### src/rtl/cd101_pkg.sv
// rtl/cd101_pkg.sv - shared constants and FSM state type for the SPI configuration controller
//
// Purpose: register address width, auto-increment flag position, bank size
// limit and the frame decoder state enum.
// Ports: none (package).
package cd101_pkg;

  localparam int CFG_ADDR_W  = 7;
  localparam int CFG_INC_BIT = 7;
  localparam int NREGS_MAX   = 128;

  typedef enum logic [1:0] {
    WAIT_IDLE,
    IDLE,
    ADDR,
    DATA
  } cfg_state_e;

endpackage

### src/rtl/sync_edge.sv
// rtl/sync_edge.sv - 2-FF synchroniser with history flop and edge detection
//
// Purpose: brings one asynchronous level into the clk domain and flags its edges.
// Ports:
//   clk   in   system clock
//   rstn  in   synchronous active-low reset (all flops load RST_VAL)
//   din   in   raw asynchronous input
//   level out  synchronised level
//   rise  out  synchronised level went 0 -> 1 this cycle
//   fall  out  synchronised level went 1 -> 0 this cycle
module sync_edge #(
  parameter logic RST_VAL = 1'b0
) (
  input  logic clk,
  input  logic rstn,
  input  logic din,
  output logic level,
  output logic rise,
  output logic fall
);

  logic s1;
  logic s2;
  logic hist;

  always_ff @(posedge clk) begin
    if (!rstn) begin
      s1   <= RST_VAL;
      s2   <= RST_VAL;
      hist <= RST_VAL;
    end else begin
      s1   <= din;
      s2   <= s1;
      hist <= s2;
    end
  end

  assign level = s2;
  assign rise  = s2 & ~hist;
  assign fall  = ~s2 & hist;

endmodule

### src/rtl/spi_cfg_ctrl.sv
// rtl/spi_cfg_ctrl.sv - SPI-slave write-only configuration controller with shadow/active banks
//
// Purpose: decodes frames of (address byte, data bytes...) from an asynchronous
// mode-0 SPI master into a shadow register bank and commits the shadow bank to
// the active bank atomically when the frame ends.
// Ports:
//   clk       in   system clock
//   rstn      in   synchronous active-low reset
//   spi_clk   in   raw SPI clock (async)
//   spi_mosi  in   raw SPI data, MSB first (async)
//   spi_nss   in   raw SPI select, active-low (async)
//   regs_q    out  active bank, register i at [8i+7:8i]
//   commit    out  1-cycle pulse when regs_q takes the shadow bank
//   wr_strobe out  1-cycle pulse per in-range data byte written
//   wr_addr   out  address of the latest wr_strobe
//   busy      out  frame in progress
module spi_cfg_ctrl
  import cd101_pkg::*;
#(
  parameter int NREGS = 8
) (
  input  logic                  clk,
  input  logic                  rstn,
  input  logic                  spi_clk,
  input  logic                  spi_mosi,
  input  logic                  spi_nss,
  output logic [NREGS*8-1:0]    regs_q,
  output logic                  commit,
  output logic                  wr_strobe,
  output logic [CFG_ADDR_W-1:0] wr_addr,
  output logic                  busy
);

  logic sck_level, sck_rise, sck_fall;
  logic mosi_level, mosi_rise, mosi_fall;
  logic nss_level, nss_rise, nss_fall;

  sync_edge #(.RST_VAL(1'b0)) u_sync_sck (
    .clk(clk), .rstn(rstn), .din(spi_clk),
    .level(sck_level), .rise(sck_rise), .fall(sck_fall)
  );

  sync_edge #(.RST_VAL(1'b0)) u_sync_mosi (
    .clk(clk), .rstn(rstn), .din(spi_mosi),
    .level(mosi_level), .rise(mosi_rise), .fall(mosi_fall)
  );

  sync_edge #(.RST_VAL(1'b1)) u_sync_nss (
    .clk(clk), .rstn(rstn), .din(spi_nss),
    .level(nss_level), .rise(nss_rise), .fall(nss_fall)
  );

  logic unused_ok;
  assign unused_ok = &{1'b0, sck_level, sck_fall, mosi_rise, mosi_fall};

  cfg_state_e            state;
  cfg_state_e            state_d;
  logic [2:0]            bit_cnt;
  logic [6:0]            shift_q;
  logic [CFG_ADDR_W-1:0] addr_q;
  logic                  inc_q;
  logic                  dirty;
  logic [1:0]            settle_cnt;
  logic [NREGS*8-1:0]    shadow;

  logic       frame_start;
  logic       frame_end;
  logic       shift_en;
  logic       addr_done;
  logic       data_done;
  logic       addr_hit;
  logic [7:0] byte_w;

  // The byte being completed: seven bits already shifted plus the bit
  // sampled on this spi_clk rise.
  assign byte_w   = {shift_q, mosi_level};
  assign addr_hit = int'(addr_q) < NREGS;

  always_ff @(posedge clk) begin
    if (!rstn) begin
      state <= WAIT_IDLE;
    end else begin
      state <= state_d;
    end
  end

  // The nss synchroniser resets to 1, so its level is not trustworthy until
  // it has been refilled from the pin; settle_cnt holds WAIT_IDLE long enough
  // that a frame already running at reset release is never mistaken for idle.
  always_comb begin
    state_d     = state;
    frame_start = 1'b0;
    frame_end   = 1'b0;
    shift_en    = 1'b0;
    addr_done   = 1'b0;
    data_done   = 1'b0;
    unique case (state)
      WAIT_IDLE: begin
        if (settle_cnt == 2'd3 && nss_level) begin
          state_d = IDLE;
        end
      end
      IDLE: begin
        if (nss_fall) begin
          frame_start = 1'b1;
          state_d     = ADDR;
        end
      end
      ADDR, DATA: begin
        // nss rising wins over a simultaneous spi_clk rise.
        if (nss_rise) begin
          frame_end = 1'b1;
          state_d   = IDLE;
        end else if (sck_rise) begin
          shift_en = 1'b1;
          if (bit_cnt == 3'd7) begin
            if (state == ADDR) begin
              addr_done = 1'b1;
              state_d   = DATA;
            end else begin
              data_done = 1'b1;
            end
          end
        end
      end
      default: state_d = WAIT_IDLE;
    endcase
  end

  always_ff @(posedge clk) begin
    if (!rstn) begin
      settle_cnt <= '0;
      bit_cnt    <= '0;
      shift_q    <= '0;
      addr_q     <= '0;
      inc_q      <= 1'b0;
      dirty      <= 1'b0;
      shadow     <= '0;
      regs_q     <= '0;
      commit     <= 1'b0;
      wr_strobe  <= 1'b0;
      wr_addr    <= '0;
      busy       <= 1'b0;
    end else begin
      commit    <= 1'b0;
      wr_strobe <= 1'b0;

      if (state == WAIT_IDLE && settle_cnt != 2'd3) begin
        settle_cnt <= settle_cnt + 2'd1;
      end

      if (frame_start) begin
        busy    <= 1'b1;
        bit_cnt <= '0;
        dirty   <= 1'b0;
      end

      if (frame_end) begin
        busy    <= 1'b0;
        bit_cnt <= '0;
        dirty   <= 1'b0;
        if (dirty) begin
          regs_q <= shadow;
          commit <= 1'b1;
        end
      end

      // bit_cnt wraps 7 -> 0, so it is ready for the next byte on its own.
      if (shift_en) begin
        shift_q <= byte_w[6:0];
        bit_cnt <= bit_cnt + 3'd1;
      end

      if (addr_done) begin
        addr_q <= byte_w[CFG_ADDR_W-1:0];
        inc_q  <= byte_w[CFG_INC_BIT];
      end

      if (data_done) begin
        if (addr_hit) begin
          wr_strobe <= 1'b1;
          wr_addr   <= addr_q;
          dirty     <= 1'b1;
        end
        if (inc_q) begin
          addr_q <= addr_q + 7'd1;
        end
      end

      for (int i = 0; i < NREGS; i++) begin
        if (data_done && addr_hit && addr_q == 7'(i)) begin
          shadow[i*8 +: 8] <= byte_w;
        end
      end
    end
  end

endmodule

### config.mk
export PLATFORM = sky130hd
export DESIGN_NAME = spi_cfg_ctrl
export DESIGN_NICKNAME = d
export VERILOG_FILES = /design/src/rtl/cd101_pkg.sv /design/src/rtl/sync_edge.sv /design/src/rtl/spi_cfg_ctrl.sv
export SDC_FILE = /design/constraint.sdc
export NUM_CORES = 1
export LEC_CHECK = 0
export CORE_MARGIN = 5
export CORE_UTILIZATION = 49
export DETAILED_ROUTE_END_ITERATION = 10
export GPL_TIMING_DRIVEN = 0
export PLACE_DENSITY = 0.73
export SYNTH_ARGS = -nofsm -noshare
export SYNTH_HDL_FRONTEND = slang
export SYNTH_SLANG_ARGS = --single-unit
### constraint.sdc
create_clock -name clk -period 2 [get_ports clk]
set_clock_uncertainty 0.1 [all_clocks]
set_input_delay 0.2 -clock clk [delete_from_list [all_inputs] [get_ports clk]]
set_output_delay 0.2 -clock clk [all_outputs]
set_load 0.05 [all_outputs]
Yosys cells after proc, flatten, opt, wreduce, memory -nomap -nowiden. Index checks and enable logic that the tools add are counted.

Input bits: 5. Register bits after elaboration: 169.

Add/sub/neg operators: 3. Magnitude comparators: 1. Reduce and logical (&&, ||, !) cells: 21. Eq/ne operators: 18. Mux-type cells: 36. Bitwise gates (word level): 7.

Operators by type and width (count): == test 7 x 3 -> 1 bit (second input constant) (4); two-way mux 1 bit (23); two-way mux 7 bit (3); == test 7 x 2 -> 1 bit (second input constant) (2); two-way mux 2 bit (6); logical AND 1 bit (11); two-way mux 3 bit (3); != test 3 bit (second input constant) (3); AND reduction 2 bit (4); adder 7 x 1 -> 7 bit (second input constant) (1); == test 7 x 1 -> 1 bit (second input constant) (1); logical NOT 7 bit (1); < comparator 7 x 4 -> 1 bit (second input constant) (1); == test 2 bit (second input constant) (3); != test 2 bit (second input constant) (3); one-hot mux 2 bit (3 select lines) (1); AND reduction 5 bit (1); NOT 1 bit (4); OR reduction 2 bit (2); adder 3 x 1 -> 3 bit (second input constant) (1); bitwise AND 1 bit (3); == test 3 bit (second input constant) (1); nonzero test 3 bit (1); adder 2 x 1 -> 2 bit (second input constant) (1); other kinds (2) (2).

Logic depth before layout (Yosys ltp). Gate-level depths: netlist of run 1.

Word-level depth: 9. Gate-level depth with buffers: 7.

Cells and area by module. Synthesis of run 1 repeated with hierarchy kept, for this count alone.

Cell total of the unflattened synthesis: 700. Area total of the unflattened synthesis: 6362.4 um^2.

Modules (own cells, without submodules): spi_cfg_ctrl (area each 6088.3 um^2, instances 1, cells each 676); sync_edge (area each 91.3 um^2, instances 3, cells each 8).

Worst setup path before layout of run 1. OpenSTA, ideal clock, no wires.

Kind: register -> register. Start point: reg bit_cnt[0]. End point: reg addr_q[2]. Buffers on the path: 1. Cell stages (with the launch flop): 8. Required time: 1827 ps. Path slack: 64 ps. Period minus slack after synthesis: 1936 ps. Arrival time: 1762 ps. Path through: dfxtp_1 ha_1 ha_1 nand3b_1 or4_4 buf_6 mux2_4 o22ai_2.

Word-level cells in the longest chain between the ends: 8. Elaborated cells on any way between the ends: 12. Classes of those cells: eq/ne: 1; mux: 11.

Ends and longest elaborated chain: start: declaration (RTL line spi_cfg_ctrl.sv:58) `logic [2:0] bit_cnt;`; start signal: assignment (RTL line spi_cfg_ctrl.sv:171) `bit_cnt <= bit_cnt + 3'd1;`; == test 3 bit (*) (RTL line spi_cfg_ctrl.sv:116) `if (bit_cnt == 3'd7) begin`; two-way mux 1 bit (RTL line spi_cfg_ctrl.sv:116); two-way mux 1 bit (RTL line spi_cfg_ctrl.sv:114) `end else if (sck_rise) begin`; two-way mux 1 bit (RTL line spi_cfg_ctrl.sv:111) `if (nss_rise) begin`; two-way mux 1 bit (RTL line spi_cfg_ctrl.sv:97) `unique case (state)`; two-way mux 7 bit (RTL line spi_cfg_ctrl.sv:174) `if (addr_done) begin`; two-way mux 7 bit (RTL line spi_cfg_ctrl.sv:185) `if (inc_q) begin`; two-way mux 7 bit (*) (RTL line spi_cfg_ctrl.sv:179) `if (data_done) begin`; end signal: assignment (RTL line spi_cfg_ctrl.sv:175) `addr_q <= byte_w[CFG_ADDR_W-1:0];`; end signal: assignment (RTL line spi_cfg_ctrl.sv:186) `addr_q <= addr_q + 7'd1;`; end: declaration (RTL line spi_cfg_ctrl.sv:60) `logic [CFG_ADDR_W-1:0] addr_q;`.

Every way passes the cells marked *; elsewhere a longest branch is shown, timed or not. A chain may end at the register's enable or synchronous reset.

Worst setup path after layout of run 1.
Start point: reg bit_cnt[0]. End point: reg addr_q[3].

Same word-level chain as after synthesis.

==> summary.md, run 1 <==
| Metric | Value |
|---|---|
| Status | `complete, no violations` |
| Synth area leaders | `dfxtp_1, nand2_1, mux2i_1, a21oi_1, clkbuf_1` |
| Min-delay worst type | `input pin to flip-flop` |
| Post-place setup slack | `-0.320 ns` |
| I/O pin count | `79` |
| Max clock buf depth | `2` |
| Total gr overflow | `0` |
| Most frequent cells in the layout | `nand2_1, dfxtp_1, a21oi_1, clkdlybuf4s50_1, mux2i_1` |
| CTS Hold Bufs | `0` |
| Setup crit start | `bit_cnt[0]` |
| Initial antenna violation count | `0` |
| CTS tree | `built` |
| Filler cells | `1097` |
| Syn Area/Cell | `9.04 sq um` |
| RSZ-0062 raised after global routing | `true` |
| Final RePlAce weighted congestion | `0.882` |
| Post-synth top area share | `53.6%` |
| Worst Path Required | `2.24 ns` |
| Clock H-tree levels | `4` |
| Worst Setup End Kind | `flip-flop` |
| Area leader, netlist | `dfxtp_1` |
| Die area | `15200 sq um` |
| Fin. Hold Viols | `0` |
| Crit path time final | `1.99 ns` |
| DRT Pass-1 Iters | `5` |
| Hold path startpoint | `spi_nss` |
| Core area | `12600 sq um` |
| CP Launch Type | `flip-flop` |
| P_leak | `2.72 nW` |
| First-pass GRT wire length | `25300 um` |
| Antenna viol nets, final | `0` |
| 1st-iter DRT viols | `316` |
| Flops & latches, synth | `169` |
| Vias in the first global route | `5157` |
| # clock sinks | `169` |
| Largest net degree at the start of global routing | `17` |
| Largest stage delay, worst path | `0.36 ns` |
| Synth-to-Final Area Change | `26.3%` |
| Peak VDD IR | `0.452 mV` |
| Max-slew headroom | `59.7%` |
| Die height | `123 um` |
| Post-placement cell count | `947` |
| Mapped Nets | `710` |
| WS Path Type | `flip-flop to flip-flop` |
| Crit path DAT | `2.23 ns` |
| CP max FO | `10` |
| Max stage delay cell, worst path | `dfxtp_4` |
| Initial Util | `50.0%` |
| Register area share after synthesis | `53.6%` |
| Max frequency | `0.503 GHz` |
| Detailed-route vias per instance | `5.31` |
| IO Port Bufs | `77` |
| Post-Syn Instances | `698` |
| FFs w/ async S/R, synth | `0%` |
| Worst skew pair latency | `0.42 ns` |
| CTS clk-pin slew, worst paths | `0.06 ns` |
| Most used cell along the critical path | `ha_4` |
| EDFF count, synth | `0` |
| # diodes | `0` |
| Max Slew Vio Count | `0` |
| Layout cells sized above 1 | `10.2%` |
| Worst Slack Setup Final | `0.0125 ns` |
| Site row count | `41` |
| Drt wl/cell | `15.9 um` |
| Mapped Area | `6310 sq um` |
| GRT Total Usage | `21.5%` |
| Crit share post-route | `99.4%` |
| Yosys cell types | `42` |
| Root buffer cell | `clkbuf_16` |
| HPWL Detailed | `10600 um` |
| Total of max-cap violations | `0` |
| Final instance count without filler cells | `978` |
| DIE WIDTH | `123 um` |
| Synthesis warning total | `0` |
| Power Density | `830 nW/um^2` |
| Nets@finish | `808` |
| Top_reg_cell synth | `dfxtp_1` |
| Power, Total | `6.62 mW` |
| Drt drc | `0` |
| Via count of the routed design | `5192` |
| # setup viols final | `0` |
| Hold slack | `0.230 ns` |
| FF-to-FF Start | `bit_cnt[0]` |
| Worst slew pin tran | `0.605 ns` |
| Final wirelength | `15500 um` |
| CTS buffer count | `17` |
| Crit path cell chain | `ha_4, ha_4, nand3b_1, buf_6, nor3_2, buf_2, o2bb2a_2, o22ai_2` |
| Most common cell after layout, fill and taps aside | `nand2_1` |
cell families after synthesis:
family,count (synthesis),synth area share (%)
simple gates,295,20.3
flops,169,53.6
compound gates,101,9.02
mux,72,11.7
buf+inv,53,3.85
fa+ha+maj,7,1.39
xor+xnor,1,0.139
cells in the mapped netlist, drive strengths merged (2+ instances only):
| library cell | number |
|---|---|
| a21oi | 82 |
| and2 | 5 |
| and3 | 16 |
| and3b | 2 |
| buf | 22 |
| clkbuf | 27 |
| dfxtp | 169 |
| ha | 7 |
| inv | 4 |
| mux2 | 3 |
| mux2i | 69 |
| nand2 | 225 |
| nand2b | 9 |
| nand3 | 7 |
| nand3b | 4 |
| nand4 | 4 |
| nor2 | 8 |
| nor2b | 2 |
| nor3 | 3 |
| nor4 | 2 |
| o21ai | 7 |
| o22ai | 3 |
| o2bb2a | 3 |
| o311a | 2 |
| or2 | 2 |
state kept, by name, indices dropped and copies added, names as in the netlist, 2 cells and up:
register and flops:
addr_q 7, bit_cnt 3, regs_q 64, settle_cnt 2, shadow 64, shift_q 7
state 2, wr_addr 7
worst max-delay path, delay by kind of cell (launching register included):
family | cells | cell delay [ns]
AND/OR/NAND/NOR | 2 | 0.33
buffers and inverters | 2 | 0.44
flip-flops | 1 | 0.36
AO/OA/AOI/OAI | 2 | 0.40
adder cells (fa/ha/maj) | 2 | 0.27
cell type report:
type / count / area (sq um) / area share [%]
timing repair buffer: 80 / 797 / 10.0
tap: 172 / 215 / 2.70
buffer: 47 / 259 / 3.25
inverter: 4 / 15.0 / 0.188
clock inverter: 9 / 78.8 / 0.989
multi-input combinational: 477 / 2760 / 34.7
clock buffer: 20 / 447 / 5.61
sequential: 169 / 3390 / 42.6
power by group:
part,leakage (nW),internal (mW),switching [mW]
logic,1.09,0.0798,0.144
clock network,0.257,1.71,1.26
registers,1.37,3.40,0.0210
metal layers:
metal  wire length [um]  track usage [%]  part of all wire [%]
met2               7480             35.8                    48
met4                380             8.51                   2.4
met5                  0                0                     0
met3                927             4.53                   6.0
met1               6730             27.2                    43
through the flow:
| stage | cell area (sq um) | util (%) | setup TNS [ns] |
|---|---|---|---|
| floorplan | 6310 | - | 0 |
| global placement | 7300 | 57.8 | -15.94 |
| detailed placement | 7300 | 57.8 | -19.42 |
| CTS | 7920 | 62.7 | 0 |
| global route | 7970 | 63.1 | -0.537 |
| finish | 7970 | 63.1 | 0 |
repair_timing:
action / CTS / global route
resized for setup: 23 / 19
setup endpoints to repair: 131 / 133
gates cloned: 1 / 0
buffers inserted: 3 / 0
pin swaps: 3 / 8
worst paths after layout:
check                endpoint  slack (ns)  depth (start not counted)
max reg2reg         addr_q[3]        0.01                          8
min reg2reg  u_sync_nss.level        0.31                          1
max                 addr_q[3]        0.01                          8
min             u_sync_nss.s1        0.23                          2
(Power assumes the default switching activity.)
==> inputs of run 2 (changes only) <==
--- a/config.mk
+++ b/config.mk
@@ -10,6 +10,7 @@
 export DETAILED_ROUTE_END_ITERATION = 10
 export GPL_TIMING_DRIVEN = 0
 export PLACE_DENSITY = 0.73
+export REMOVE_ABC_BUFFERS = 1
 export SYNTH_ARGS = -nofsm -noshare
 export SYNTH_HDL_FRONTEND = slang
 export SYNTH_SLANG_ARGS = --single-unit
==> run 2 against run 1 <==
Core utilization shrank 0.57 points. Routed wire length decreased by 8.6%. Fmax fell by 4.3%. The run now ends with setup timing left. Final cell count decreased by 4.1%. Highest routed layer unchanged. Power increased by 2.0%.
==> summary.md, run 2 (same netlist as run 1, synthesis figures left out) <==
| Metric | Value |
|---|---|
| Status | `complete, but fails checks` |
| Failing checks | `setup timing` |
| R2r setup slk | `-0.08 ns (-0.09 ns)` |
| Drt wl/cell | `15.1 um (-4.7%)` |
| Total gr overflow | `0 (unchanged)` |
| Hold EP | `u_sync_nss.s1` |
| Die area | `15200 sq um (unchanged)` |
| Peak VDD IR | `0.451 mV (-0.24%)` |
| CP Depth | `7 (-1)` |
| Met2 usage | `31.9% (-3.8 points)` |
| Worst skew pair latency | `0.43 ns (about the same)` |
| Most common cell after layout, fill and taps aside | `nand2_1` |
| CTS tree | `built` |
| DIE WIDTH | `123 um (unchanged)` |
| Top Registers | `regs_q: 64 flops, shadow: 64 flops` |
| RSZ-0062 raised after global routing | `true` |
| GR Util met3 | `4.48% (-0.046 points)` |
| Detailed-route vias per instance | `5.29 (-0.41%)` |
| GRT Total Usage | `19.2% (-2.2 points)` |
| GRT met1 Usage | `24.3% (-2.9 points)` |
| Worst Slack Setup Final | `-0.0769 ns (-0.0894 ns)` |
| Max stage delay cell, worst path | `and3_4` |
| Crit share post-route | `104% (+4.5 points)` |
| Clock H-tree levels | `4 (unchanged)` |
| # setup viols final | `39 (+39)` |
| Clock share of power | `46.3% (+1.3 points)` |
| CTS clk-pin slew, worst paths | `0.06 ns (about the same)` |
| Hold depth | `2 (unchanged)` |
| 1st-iter DRT viols | `410 (+30%)` |
| Sw Ratio | `22.0% (+0.44 points)` |
| CTS buffer count | `17 (unchanged)` |
| First-pass GRT wire length | `23000 um (-9.1%)` |
| Min-delay worst type | `input pin to flip-flop` |
| Antenna viol nets, final | `0 (unchanged)` |
| HPWL Detailed | `8790 um (-17%)` |
| Filler cells | `1068 (-2.6%)` |
| Crit path cell chain | `ha_4, ha_4, nand3b_1, buf_6, nor4_4, and3_4, mux2i_1` |
| I/O pin count | `79 (unchanged)` |
| DRT Pass-1 Iters | `5 (unchanged)` |
| Max clock buf depth | `2 (unchanged)` |
| Initial antenna violation count | `0 (unchanged)` |
| Root buffer cell | `clkbuf_16` |
| Vias in the first global route | `4694 (-9.0%)` |
| P_leak | `2.61 nW (-3.9%)` |
| Via count of the routed design | `4959 (-4.5%)` |
| Placed cell area | `7130 sq um (-2.2%)` |
| Combinational power share | `2.9% (-0.5 points)` |
| Worst Path Required | `2.25 ns (about the same)` |
| Max-slew headroom | `35.3% (-24 points)` |
| Power Internal | `5.26 mW (+1.4%)` |
| Hold path startpoint | `spi_nss` |
| IO Port Bufs | `78 (+1.3%)` |
| Cell family with most CP delay | `simple AND/OR/NAND/NOR gates` |
| Crit path time final | `2.08 ns (+0.0894 ns)` |
| Hold slack | `0.233 ns (+0.00343 ns)` |
| Worst slew pin tran | `0.970 ns (+0.365 ns)` |
| FF-to-FF Start | `bit_cnt[1]` |
| Max frequency | `0.481 GHz (-4.3%)` |
| Die height | `123 um (unchanged)` |
| Crit path DAT | `2.32 ns (+0.09 ns)` |
| Worst Setup End Kind | `flip-flop` |
| Site row count | `41 (unchanged)` |
| # diodes | `0 (unchanged)` |
| Core area | `12600 sq um (unchanged)` |
| Synth-to-Final Area Change | `25.1%` |
| Nets@finish | `765 (-5.3%)` |
| R2R depth | `7 (-1)` |
| Layout cells sized above 1 | `9.66% (-0.51 points)` |
| Final Cell Area | `7900 sq um (-0.91%)` |
| Final wirelength | `14200 um (-8.6%)` |
| Largest net degree at the start of global routing | `96 (+79)` |
| Gr busiest metal | `met2` |
| Initial Util | `50.0% (unchanged)` |
| CP Launch Type | `flip-flop` |
| Reg power frac | `50.8% (-0.9 points)` |
| Worst R2R End | `shadow[15]` |
| Total of max-cap violations | `0 (unchanged)` |
| WS Path Type | `flip-flop to flip-flop` |
| Power Density | `854 nW/um^2 (+2.9%)` |
| Setup crit start | `bit_cnt[1]` |
| # clock sinks | `169 (unchanged)` |
| Fin. Hold Viols | `0 (unchanged)` |
| Drt drc | `0 (unchanged)` |
| Most frequent cells in the layout | `nand2_1, dfxtp_1, a21oi_1, clkdlybuf4s50_1, mux2i_1` |
| Final RePlAce weighted congestion | `0.777 (-12%)` |
| Max Slew Vio Count | `0 (unchanged)` |
| CP max FO | `8 (-2)` |
| Largest stage delay, worst path | `0.38 ns (+0.02 ns)` |
| Buffers and inverters on the worst path | `1 (-1)` |
| P_sw | `1.49 mW (+4.0%)` |
| Most used cell along the critical path | `ha_4` |
## run 2: cell count changes in the layout (fill, tap and decap cells not counted), sizes merged
| cell | delta |
|---|---|
| buf | -13 |
| clkbuf | -29 |
| clkinvlp | +1 |
| inv | +2 |
| or4 | -1 |
## run 2: layout make-up
type / instances / area (sq um) / share of cell area [%]
Sequential cell: 169 / 3390 / 42.9
Multi-Input combinational cell: 476 / 2820 / 35.7
Timing Repair Buffer: 85 / 883 / 11.2
Clock buffer: 20 / 457 / 5.78
Tap cell: 172 / 215 / 2.73
Clock inverter: 12 / 118 / 1.49
Inverter: 4 / 17.5 / 0.222
## run 2: routing by layer
layer	vias to the layer above	part of all wire, %	routed length, um
met1	2366	45	6400
met3	24	4.2	598
met5	-	0	0
met2	131	49	6910
met4	0	1.9	275
li1	2438	-	-
## run 2: power groups by stage
stage / registers, mW / logic [mW] / clock network, mW
floorplan: 3.51 / 0.107 / 0
global route: 3.43 / 0.220 / 3.35
CTS: 3.43 / 0.195 / 3.19
finish: 3.43 / 0.193 / 3.12
global placement: 3.50 / 0.178 / 0
detailed placement: 3.50 / 0.190 / 0
## run 2: worst max-delay path by stage
stage	slack (ns)	endpoint
finish	-0.08	shadow[15]
global route	-0.22	shadow[7]
CTS	-0.08	shift_q[3]
detailed placement	-0.61	regs_q[9]
global placement	-3.35	addr_q[6]
floorplan	-0.63	regs_q[0]
## run 2: through the flow
stage | setup slack [ns] | TNS [ns] | instances | utilization, % | power [mW]
6_report | -0.0769 | -1.69 | 938 | 62.6 | 6.75
3_5_place_dp | -0.606 | -58.80 | 901 | 56.5 | 3.69
3_3_place_gp | -3.35 | -452.42 | 899 | 56.1 | 3.68
4_1_cts | -0.0847 | -3.05 | 937 | 62.2 | 6.81
5_1_grt | -0.217 | -8.86 | 938 | 62.6 | 7.00
2_1_floorplan | -0.627 | -40.72 | 649 | - | 3.62
## run 2: timing repair
item,4_1_cts,5_1_grt
gates resized for setup,31,6
pin swaps,5,8
hold buffers,0,0
endpoints found under the setup margin,137,133
buffers inserted,4,1
